===== src/rtl/ff_write_arbiter_pkg.sv =====
// Shared types and sizing helpers for the round-robin write arbiter.
// Exists so the arbiter core and its bus interface agree on state encoding and index width.
package ff_arb_pkg;

  typedef enum logic {
    ARB   = 1'b0,
    WRITE = 1'b1
  } arb_state_t;

  localparam int DEFAULT_N = 4;
  localparam int DEFAULT_W = 8;

  // Index width for N requesters; never narrower than one bit.
  function automatic int idx_w(input int n);
    return (n < 2) ? 1 : $clog2(n);
  endfunction

endpackage


===== src/rtl/ff_write_arbiter_if.sv =====
// Requester-side bus of the shared-register write arbiter.
// Requesters use the master modport; the arbiter uses the slave modport.
interface ff_write_arbiter_if
  import ff_arb_pkg::*;
#(
  parameter int N = DEFAULT_N,
  parameter int W = DEFAULT_W
) ();

  localparam int IW = idx_w(N);

  logic [N-1:0]   req;
  logic [N*W-1:0] wdata;
  logic [N-1:0]   gnt;
  logic [W-1:0]   q;
  logic [IW-1:0]  owner;
  logic           valid;

  modport master (
    output req,
    output wdata,
    input  gnt,
    input  q,
    input  owner,
    input  valid
  );

  modport slave (
    input  req,
    input  wdata,
    output gnt,
    output q,
    output owner,
    output valid
  );

endinterface


===== src/rtl/flipflop_sync.sv =====
// One-bit register with synchronous clear and clock enable.
// The clear wins over the enable so a reset always empties the shared register.
module flipflop_sync (
  input  logic clk,
  input  logic clr,
  input  logic ena,
  input  logic d,
  output logic q
);

  always_ff @(posedge clk) begin
    if (clr) begin
      q <= 1'b0;
    end else if (ena) begin
      q <= d;
    end
  end

endmodule


===== src/rtl/ff_write_arbiter.sv =====
// Round-robin arbiter that lets N requesters take turns writing one W-bit register.
// Each grant costs two cycles: ARB picks a winner, WRITE captures its data.
module ff_write_arbiter
  import ff_arb_pkg::*;
#(
  parameter int N = DEFAULT_N,
  parameter int W = DEFAULT_W
) (
  input  logic               clk,
  input  logic               clr,
  ff_write_arbiter_if.slave  bus
);

  localparam int IW = idx_w(N);

  arb_state_t    r_state;
  arb_state_t    w_state_next;
  logic [IW-1:0] r_ptr;
  logic [IW-1:0] r_winner;
  logic [IW-1:0] r_owner;
  logic          r_valid;
  logic [N-1:0]  r_gnt;

  logic          w_found;
  logic [IW-1:0] w_pick;
  logic          w_launch;
  logic          w_ena;
  logic [W-1:0]  w_d;
  logic [W-1:0]  w_q;

  // Returns {found, index}; scanning downward leaves the entry closest to ptr as the result.
  function automatic logic [IW:0] rr_select(input logic [N-1:0] req, input logic [IW-1:0] ptr);
    logic [IW:0] res;
    int          idx;
    res = '0;
    for (int k = N - 1; k >= 0; k--) begin
      idx = (int'(ptr) + k) % N;
      if (req[idx]) begin
        res = {1'b1, IW'(idx)};
      end
    end
    return res;
  endfunction

  assign {w_found, w_pick} = rr_select(bus.req, r_ptr);

  always_ff @(posedge clk) begin
    if (clr) begin
      r_state <= ARB;
    end else begin
      r_state <= w_state_next;
    end
  end

  always_comb begin
    w_state_next = r_state;
    w_launch     = 1'b0;
    w_ena        = 1'b0;
    case (r_state)
      ARB: begin
        if (w_found) begin
          w_state_next = WRITE;
          w_launch     = 1'b1;
        end
      end
      WRITE: begin
        w_state_next = ARB;
        w_ena        = 1'b1;
      end
      default: w_state_next = ARB;
    endcase
  end

  // Only the latched winner's lane reaches the register, whatever req does meanwhile.
  always_comb begin
    w_d = bus.wdata[int'(r_winner) * W +: W];
  end

  always_ff @(posedge clk) begin
    if (clr) begin
      r_ptr    <= '0;
      r_winner <= '0;
      r_owner  <= '0;
      r_valid  <= 1'b0;
      r_gnt    <= '0;
    end else begin
      r_gnt <= '0;
      if (w_launch) begin
        r_winner <= w_pick;
        r_gnt    <= N'(1) << w_pick;
      end
      if (w_ena) begin
        r_owner <= r_winner;
        r_valid <= 1'b1;
        r_ptr   <= (r_winner == IW'(N - 1)) ? '0 : r_winner + 1'b1;
      end
    end
  end

  genvar gi;
  generate
    for (gi = 0; gi < W; gi++) begin : g_bit
      flipflop_sync u_ff (
        .clk (clk),
        .clr (clr),
        .ena (w_ena),
        .d   (w_d[gi]),
        .q   (w_q[gi])
      );
    end
  endgenerate

  assign bus.q     = w_q;
  assign bus.gnt   = r_gnt;
  assign bus.owner = r_owner;
  assign bus.valid = r_valid;

endmodule


===== src/flat_wrapper.sv =====
// flat-port wrapper written by rule: the top's interface ports become plain ports
module ff_write_arbiter_flat import ff_arb_pkg::*;
#(
  parameter int N = DEFAULT_N,
  parameter int W = DEFAULT_W
)
  (clk, clr, bus_req, bus_wdata, bus_gnt, bus_q, bus_owner, bus_valid);
  ff_write_arbiter_if #(.N(N), .W(W)) bus_i ();
  input  logic clk;
  input  logic clr;
  input wire logic [$bits(bus_i.req)-1:0] bus_req;
  input wire logic [$bits(bus_i.wdata)-1:0] bus_wdata;
  output wire logic [$bits(bus_i.gnt)-1:0] bus_gnt;
  output wire logic [$bits(bus_i.q)-1:0] bus_q;
  output wire logic [$bits(bus_i.owner)-1:0] bus_owner;
  output wire logic [$bits(bus_i.valid)-1:0] bus_valid;
  assign bus_i.req = bus_req;
  assign bus_i.wdata = bus_wdata;
  assign bus_gnt = bus_i.gnt;
  assign bus_q = bus_i.q;
  assign bus_owner = bus_i.owner;
  assign bus_valid = bus_i.valid;
  ff_write_arbiter #(.N(N), .W(W)) u_core (.clk(clk), .clr(clr), .bus(bus_i));
endmodule

===== config.mk =====
export PLATFORM = sky130hd
export DESIGN_NAME = ff_write_arbiter_flat
export DESIGN_NICKNAME = d
export VERILOG_FILES = /design/src/rtl/ff_write_arbiter_pkg.sv /design/src/rtl/ff_write_arbiter_if.sv /design/src/rtl/flipflop_sync.sv /design/src/rtl/ff_write_arbiter.sv /design/src/flat_wrapper.sv
export SDC_FILE = /design/constraint.sdc
export NUM_CORES = 1
export LEC_CHECK = 0
export CAP_MARGIN = 0
export CORE_MARGIN = 2
export CORE_UTILIZATION = 42
export CTS_CLUSTER_SIZE = 40
export DETAILED_ROUTE_END_ITERATION = 6
export GPL_TIMING_DRIVEN = 0
export PLACE_DENSITY = 0.84
export SYNTH_ARGS = -nofsm -noshare
export SYNTH_HDL_FRONTEND = slang
export SYNTH_SLANG_ARGS = --single-unit

===== constraint.sdc =====
create_clock -name clk -period 2.95 [get_ports clk]
set_input_delay 0.295 -clock clk [delete_from_list [all_inputs] [get_ports clk]]
set_output_delay 0.295 -clock clk [all_outputs]
set_load 0.02 [all_outputs]

==> run metrics, run 1 <==
max-cap check violation count=0; Max Clk Rate=600.4 MHz; RR Endpoint=u_core.g_bit[1].u_ff.q$_SDFFE_PP0P_; most used routing layer=met2; CTS H-Tree Depth=1; gp weighted congestion=0.7880; Worst-Margin Slew=422.2 ps; Routed WL=2524 um; Final Skew=2.994 ps; largest net degree at the start of global routing=13; Worst EP required=2650 ps; Worst Min Path Start=u_core.bus.valid$_SDFFE_PP0P_; total iterations of the first detailed-routing run=6; number of CTS-inserted buffers=3; share of the synthesized area in the top cell type=38.98%; biggest area consumer among synthesized cells=dfxtp_1; full die area=2857 um2; Final ANT Viol Nets=0; Chip Width=53.46 um; die height=53.46 um; RR Startpoint=u_core.r_winner[0]$_SDFFE_PP0P_; clock buffer depth=2; mapped cell area=1027 um2; initial antenna violation count=0; post-DP HPWL=2005 um; post-synth cell types=24; Power Density=449.0 nW/um2; Core Region=2255 um2; max_slew headroom=71.85%; global-route wire length before repair=4091 um; proportion of layout cells with a drive suffix above 1=17.33%; non-filler cells, final=178; hold-fix buffers at CTS=0; nets=190; Port-buffer cells=52; Tcrit/Tclk final=56.46%; Worst Setup Start Kind=flop; Final setup viols=0; placed insts=174; Slew Viols, Final=0; Initial Utilization=45.56%; number of post-CTS setup repair buffers=0; Overall Global Routing Usage=20.44%; crit-path max FO=2; r2r setup slk=1480 ps; met1 Use GR=21.69%; CP endpoint kind=output pin; DR vias=898; Leakage=0.6375 nW; CP arrival=1370 ps; VDD IR max=374.9 uV; Yosys warnings=0; Setup CP Type=flop to output pin; crit path time final=1666 ps; hold path endpoint=u_core.bus.valid$_SDFFE_PP0P_; vias in the first global route=970; clock root cell=clkbuf_4; # rows=17; worst hold path depth=2; top cells by area, synth=dfxtp_1, mux4_2, mux2i_1; Synth Register Bits=20; GR Overflow Total=0; syn_nets=133; drc violations=0; Mapped Cells=94; wire length per cell=14.18 um; Clock Latency Late Sink=310 ps; CTS tree=done; post-CTS sizing=0; Worst R2R Path Depth=4; sequential share of the synthesized area=38.98%; RSZ-0062 raised after global routing=no; clk sinks=20; Clock transition at path regs=110 ps; GR Util met3=4.237%; Iter 0 DRT Violations=11; Hold Path Class=flop to flop; met2 usage=37.45%; Final Hold Violating Endpoints=0; Via density=5.045; syn_area_per_cell=10.93 um2; ant diodes=0; TNS Setup=0 ps; outcome=complete, no violations; area grow syn2layout=59.20%; # IOs=53
## sequential cells by signal (all words and copies together), names as in the netlist
register,count
u_core.bus.gnt,4
u_core.bus.owner,2
u_core.bus.valid,1
u_core.g_bit.u_ff.q,8
u_core.r_ptr,2
u_core.r_state,1
u_core.r_winner,2
## synth_stat cells
cell and count:
a21boi_0 1, buf_2 2, buf_4 9, buf_6 1
clkbuf_1 1, dfxtp_1 20, ha_1 1, inv_1 1
mux2i_1 12, mux4_1 1, mux4_2 7, nand2b_1 2
nor2_1 19, nor2b_1 5, nor3_1 3, nor3b_1 1
nor3b_2 1, o211ai_1 1, o21a_1 1, o21ai_0 1
o22ai_1 1, o32ai_2 1, or2_2 1, or2b_1 1
## worst max-delay path: stages (launching register included)
cell and delay, ps:
dfxtp_1 360, buf_4 100, clkdlybuf4s50_1 600
## placed cells by master, fill, tap and decap left out, types with 2 or more instances in the layout
cell,n
clkdlybuf4s50_1,52
dfxtp_1,20
nor2_1,19
mux2i_1,12
buf_4,9
mux4_2,7
nor2b_1,5
nor3_1,3
clkbuf_4,3
buf_2,2
nand2b_1,2
## area by class of cell
type	instances	area, um2
fillers	181	619.3
multi-input cells	60	530.5
repair buffers	52	520.5
flip-flops and latches	20	400.4
plain buffers	13	92.59
well taps	28	35.03
clock inverters	1	30.03
clock buffers	3	22.52
inverters	1	3.754
## logic make-up (layout without fill, tap and decap cells)
kind of cell               Yosys count  in the layout  share of synthesized area (%)
DFF                                 20             20                          38.98
AOI/OAI and AO/OA                    6              6                          4.873
and+or+nand+nor                     33             33                          15.96
muxes                               20             20                          29.60
adders and majority gates            1              1                          1.218
buffers and inverters               14             70                          9.378
## through the flow
stage	total power [mW]	hold slack, ps	worst slack [ps]	cell area [um2]	utilization (%)
after floorplan	0.4214	367.4	1644	1027	-
after global placement	0.5108	450.8	1252	1583	70.20
after detailed placement	0.5176	481.6	1224	1583	70.20
after CTS	0.7435	501.3	1265	1635	72.53
after global routing	0.7760	515.7	1204	1635	72.53
final	0.7343	497.9	1284	1635	72.53
## where the power goes
group / switching (mW) / leakage (nW) / internal [mW]
registers: 0.0110 / 0.164 / 0.290
clock network: 0.0869 / 0.0279 / 0.137
logic: 0.0800 / 0.446 / 0.129
total: 0.178 / 0.638 / 0.556
## worst max path at each step
stage | start | endpoint
5_1_grt | u_core.g_bit[4].u_ff.q$_SDFFE_PP0P_ | bus_q[4]
3_3_place_gp | bus_req[3] | u_core.r_winner[1]$_SDFFE_PP0P_
3_5_place_dp | bus_req[3] | u_core.r_winner[1]$_SDFFE_PP0P_
4_1_cts | u_core.g_bit[4].u_ff.q$_SDFFE_PP0P_ | bus_q[4]
6_report | u_core.g_bit[4].u_ff.q$_SDFFE_PP0P_ | bus_q[4]
2_1_floorplan | u_core.r_winner[0]$_SDFFE_PP0P_ | u_core.g_bit[0].u_ff.q$_SDFFE_PP0P_
## layer usage
layer / wire length (um) / vias to the layer above
met3: 225 / 5
met1: 995 / 416
met4: 48 / 0
met5: 0 / -
met2: 1254 / 37
li1: - / 440
(Power assumes the default switching activity.)
==> run 2, diff against run 1 <==
Settings changed: CORE_UTILIZATION 42 to 39, PLACE_DENSITY 0.84 to 0.79.
Clock period 2.95 ns to 1.7 ns, I/O delays scaled along.
==> run 2 against run 1 <==
  * Register-to-register slack got worse by 1200 ps
  * Utilization decreased by 7.1 points
  * First-iteration DRC count rose by 18%
  * Sequential power increased by 73%
  * Power up 57%
  * Routed wire length shrank 8.5%
  * Via count down 2.9%
  * Global-route usage shrank 3.6 points
  * Critical path type unchanged
  * Non-clock buffer count unchanged
==> run metrics, run 2 (synthesized netlist as in run 1, its figures left out) <==
Hold WS=471.5 ps (-26.31 ps); Chip Width=55.32 um (+3.5%); Leakage=0.6306 nW (-1.1%); Clock Latency Late Sink=300 ps (about the same); Final Total Pwr=1.153 mW (+57%); post-DP HPWL=1895 um (-5.5%); Final Hold Violating Endpoints=0 (unchanged); area grow syn2layout=57.86%; placed insts=176 (+1.1%); most frequent cells in the layout=clkdlybuf4s50_1, dfxtp_1, nor2_1; crit path time final=1521 ps; Clock transition at path regs=110 ps (about the same); Final Cell Area=1622 um2 (-0.84%); Setup CP Type=flop to output pin; Worst-Margin Slew=399.7 ps (-22.48 ps); CTS tree=done; VDD IR max=587.5 uV (+57%); net switching fraction of the power=25.66% (+1.4 points); Final setup viols=0 (unchanged); CP endpoint kind=output pin; sequential share of power=45.3% (+4.3 points); GR Overflow Total=0 (unchanged); largest net degree at the start of global routing=12 (-1); number of post-CTS setup repair buffers=0 (unchanged); fillers=215 (+19%); Placement Cell Area=1585 um2 (+0.16%); Final Core Density=65.45% (-7.1 points); # rows=18 (+1); combinational share of power=30.9% (+2.5 points); Iter 0 DRT Violations=13 (+2); gp weighted congestion=0.7438 (-5.6%); CP Buf/Inv Count=2 (unchanged); non-filler cells, final=180 (+1.1%); commonest non-fill, non-tap cell in the layout=clkdlybuf4s50_1; number of CTS-inserted buffers=3 (unchanged); RSZ-0062 raised after global routing=no; DRT met1 WL=932 um (-6.3%); crit-path max FO=2 (unchanged); proportion of layout cells with a drive suffix above 1=17.33% (unchanged); Worst EP required=1530 ps (-1120 ps); wire length per cell=12.83 um (-9.5%); Critical-path top delay cell=clkdlybuf4s50_1; Final ANT Viol Nets=0 (unchanged); Via density=4.844 (-4.0%); Worst Setup Start Kind=flop; met3 WL post-DR=214 um (-4.9%); post-CTS sizing=0 (unchanged); die height=55.32 um (+3.5%); P_sw=0.2960 mW (+66%); TNS Setup=0 ps (unchanged); Max Clk Rate=657.7 MHz; CP top delay family=buffers and inverters; vias in the first global route=889 (-8.4%); Slew Viols, Final=0 (unchanged); ant diodes=0 (unchanged); uppermost layer routed=met4; Hold Path Class=flop to flop; hold-fix buffers at CTS=0 (unchanged); clock root cell=clkbuf_4; Most flops, register=u_core.g_bit.u_ff.q; Power Density=711.2 nW/um2 (+58%); max_slew headroom=73.35% (+1.5 points); worst slack, placed=89.81 ps (-1134 ps); Port-buffer cells=52 (unchanged); total iterations of the first detailed-routing run=4 (-2); Overall Global Routing Usage=16.81% (-3.6 points); Initial Utilization=41.46% (-4.1 points); Largest register FFs=8 (unchanged); nets=190 (unchanged); Core Region=2477 um2 (+9.9%); initial antenna violation count=0 (unchanged); clock buffer depth=2 (unchanged); CP arrival=1350 ps (-20 ps); full die area=3060 um2 (+7.1%); P_int=0.8573 mW (+54%); global-route wire length before repair=4119 um (+0.68%); DR vias=872 (-2.9%); drc violations=0 (unchanged); max-cap check violation count=0 (unchanged); Final Skew=6.717 ps (+3.723 ps); clock power share=23.8% (-6.8 points); Final WS setup=179.4 ps (-1105 ps); crit-path cells=buf_4 > clkdlybuf4s50_1; clk sinks=20 (unchanged); routed length on met2=1135 um (-9.5%); Tcrit/Tclk final=89.45%; critical path's largest stage delay=590 ps (about the same); outcome=complete, no violations; Routed WL=2310 um (-8.5%); # IOs=53 (unchanged); CTS H-Tree Depth=1 (unchanged)
run 2: cell count changes in the layout (fill, tap and decap cells not counted):
| cell | previous run | this run |
|---|---|---|
| bufinv_16 | 1 | 0 |
| clkbuf_8 | 0 | 1 |
run 2: routing by layer:
layer,vias up,GRT usage (%)
met5,-,0
met4,0,6.272
met3,4,5.386
met2,42,29.08
met1,392,19.20
li1,434,-
run 2: area by class of cell:
class / instances / area, um2 / share of cell area, %
Buffer: 13 / 92.59 / 5.710
Clock buffer: 4 / 36.28 / 2.238
Inverter: 1 / 3.754 / 0.2315
Multi-Input combinational cell: 60 / 530.5 / 32.72
Sequential cell: 20 / 400.4 / 24.69
Tap cell: 30 / 37.54 / 2.315
Timing Repair Buffer: 52 / 520.5 / 32.10
run 2: worst paths after layout:
check / end / slack [ps] / cells past startpoint / startpoint
max: bus_q[7] / 180 / 2 / u_core.g_bit[7].u_ff.q$_SDFFE_PP0P_
min: u_core.bus.valid$_SDFFE_PP0P_ / 470 / 2 / u_core.bus.valid$_SDFFE_PP0P_
max reg2reg: u_core.g_bit[0].u_ff.q$_SDFFE_PP0P_ / 260 / 4 / u_core.r_winner[0]$_SDFFE_PP0P_
min reg2reg: u_core.bus.valid$_SDFFE_PP0P_ / 470 / 2 / u_core.bus.valid$_SDFFE_PP0P_
run 2: worst min-delay path: cells and delay by family (launching register included):
family	cells	cell delay (ps)
DFF	1	340
and+or+nand+nor	2	100
run 2: power by group through the flow:
| stage | Sequential (mW) | Clock, mW | Combinational (mW) |
|---|---|---|---|
| final | 0.522 | 0.275 | 0.357 |
| after floorplan | 0.540 | 0 | 0.191 |
| after global placement | 0.532 | 0 | 0.356 |
| after global routing | 0.528 | 0.307 | 0.387 |
| after CTS | 0.523 | 0.281 | 0.363 |
| after detailed placement | 0.533 | 0 | 0.362 |
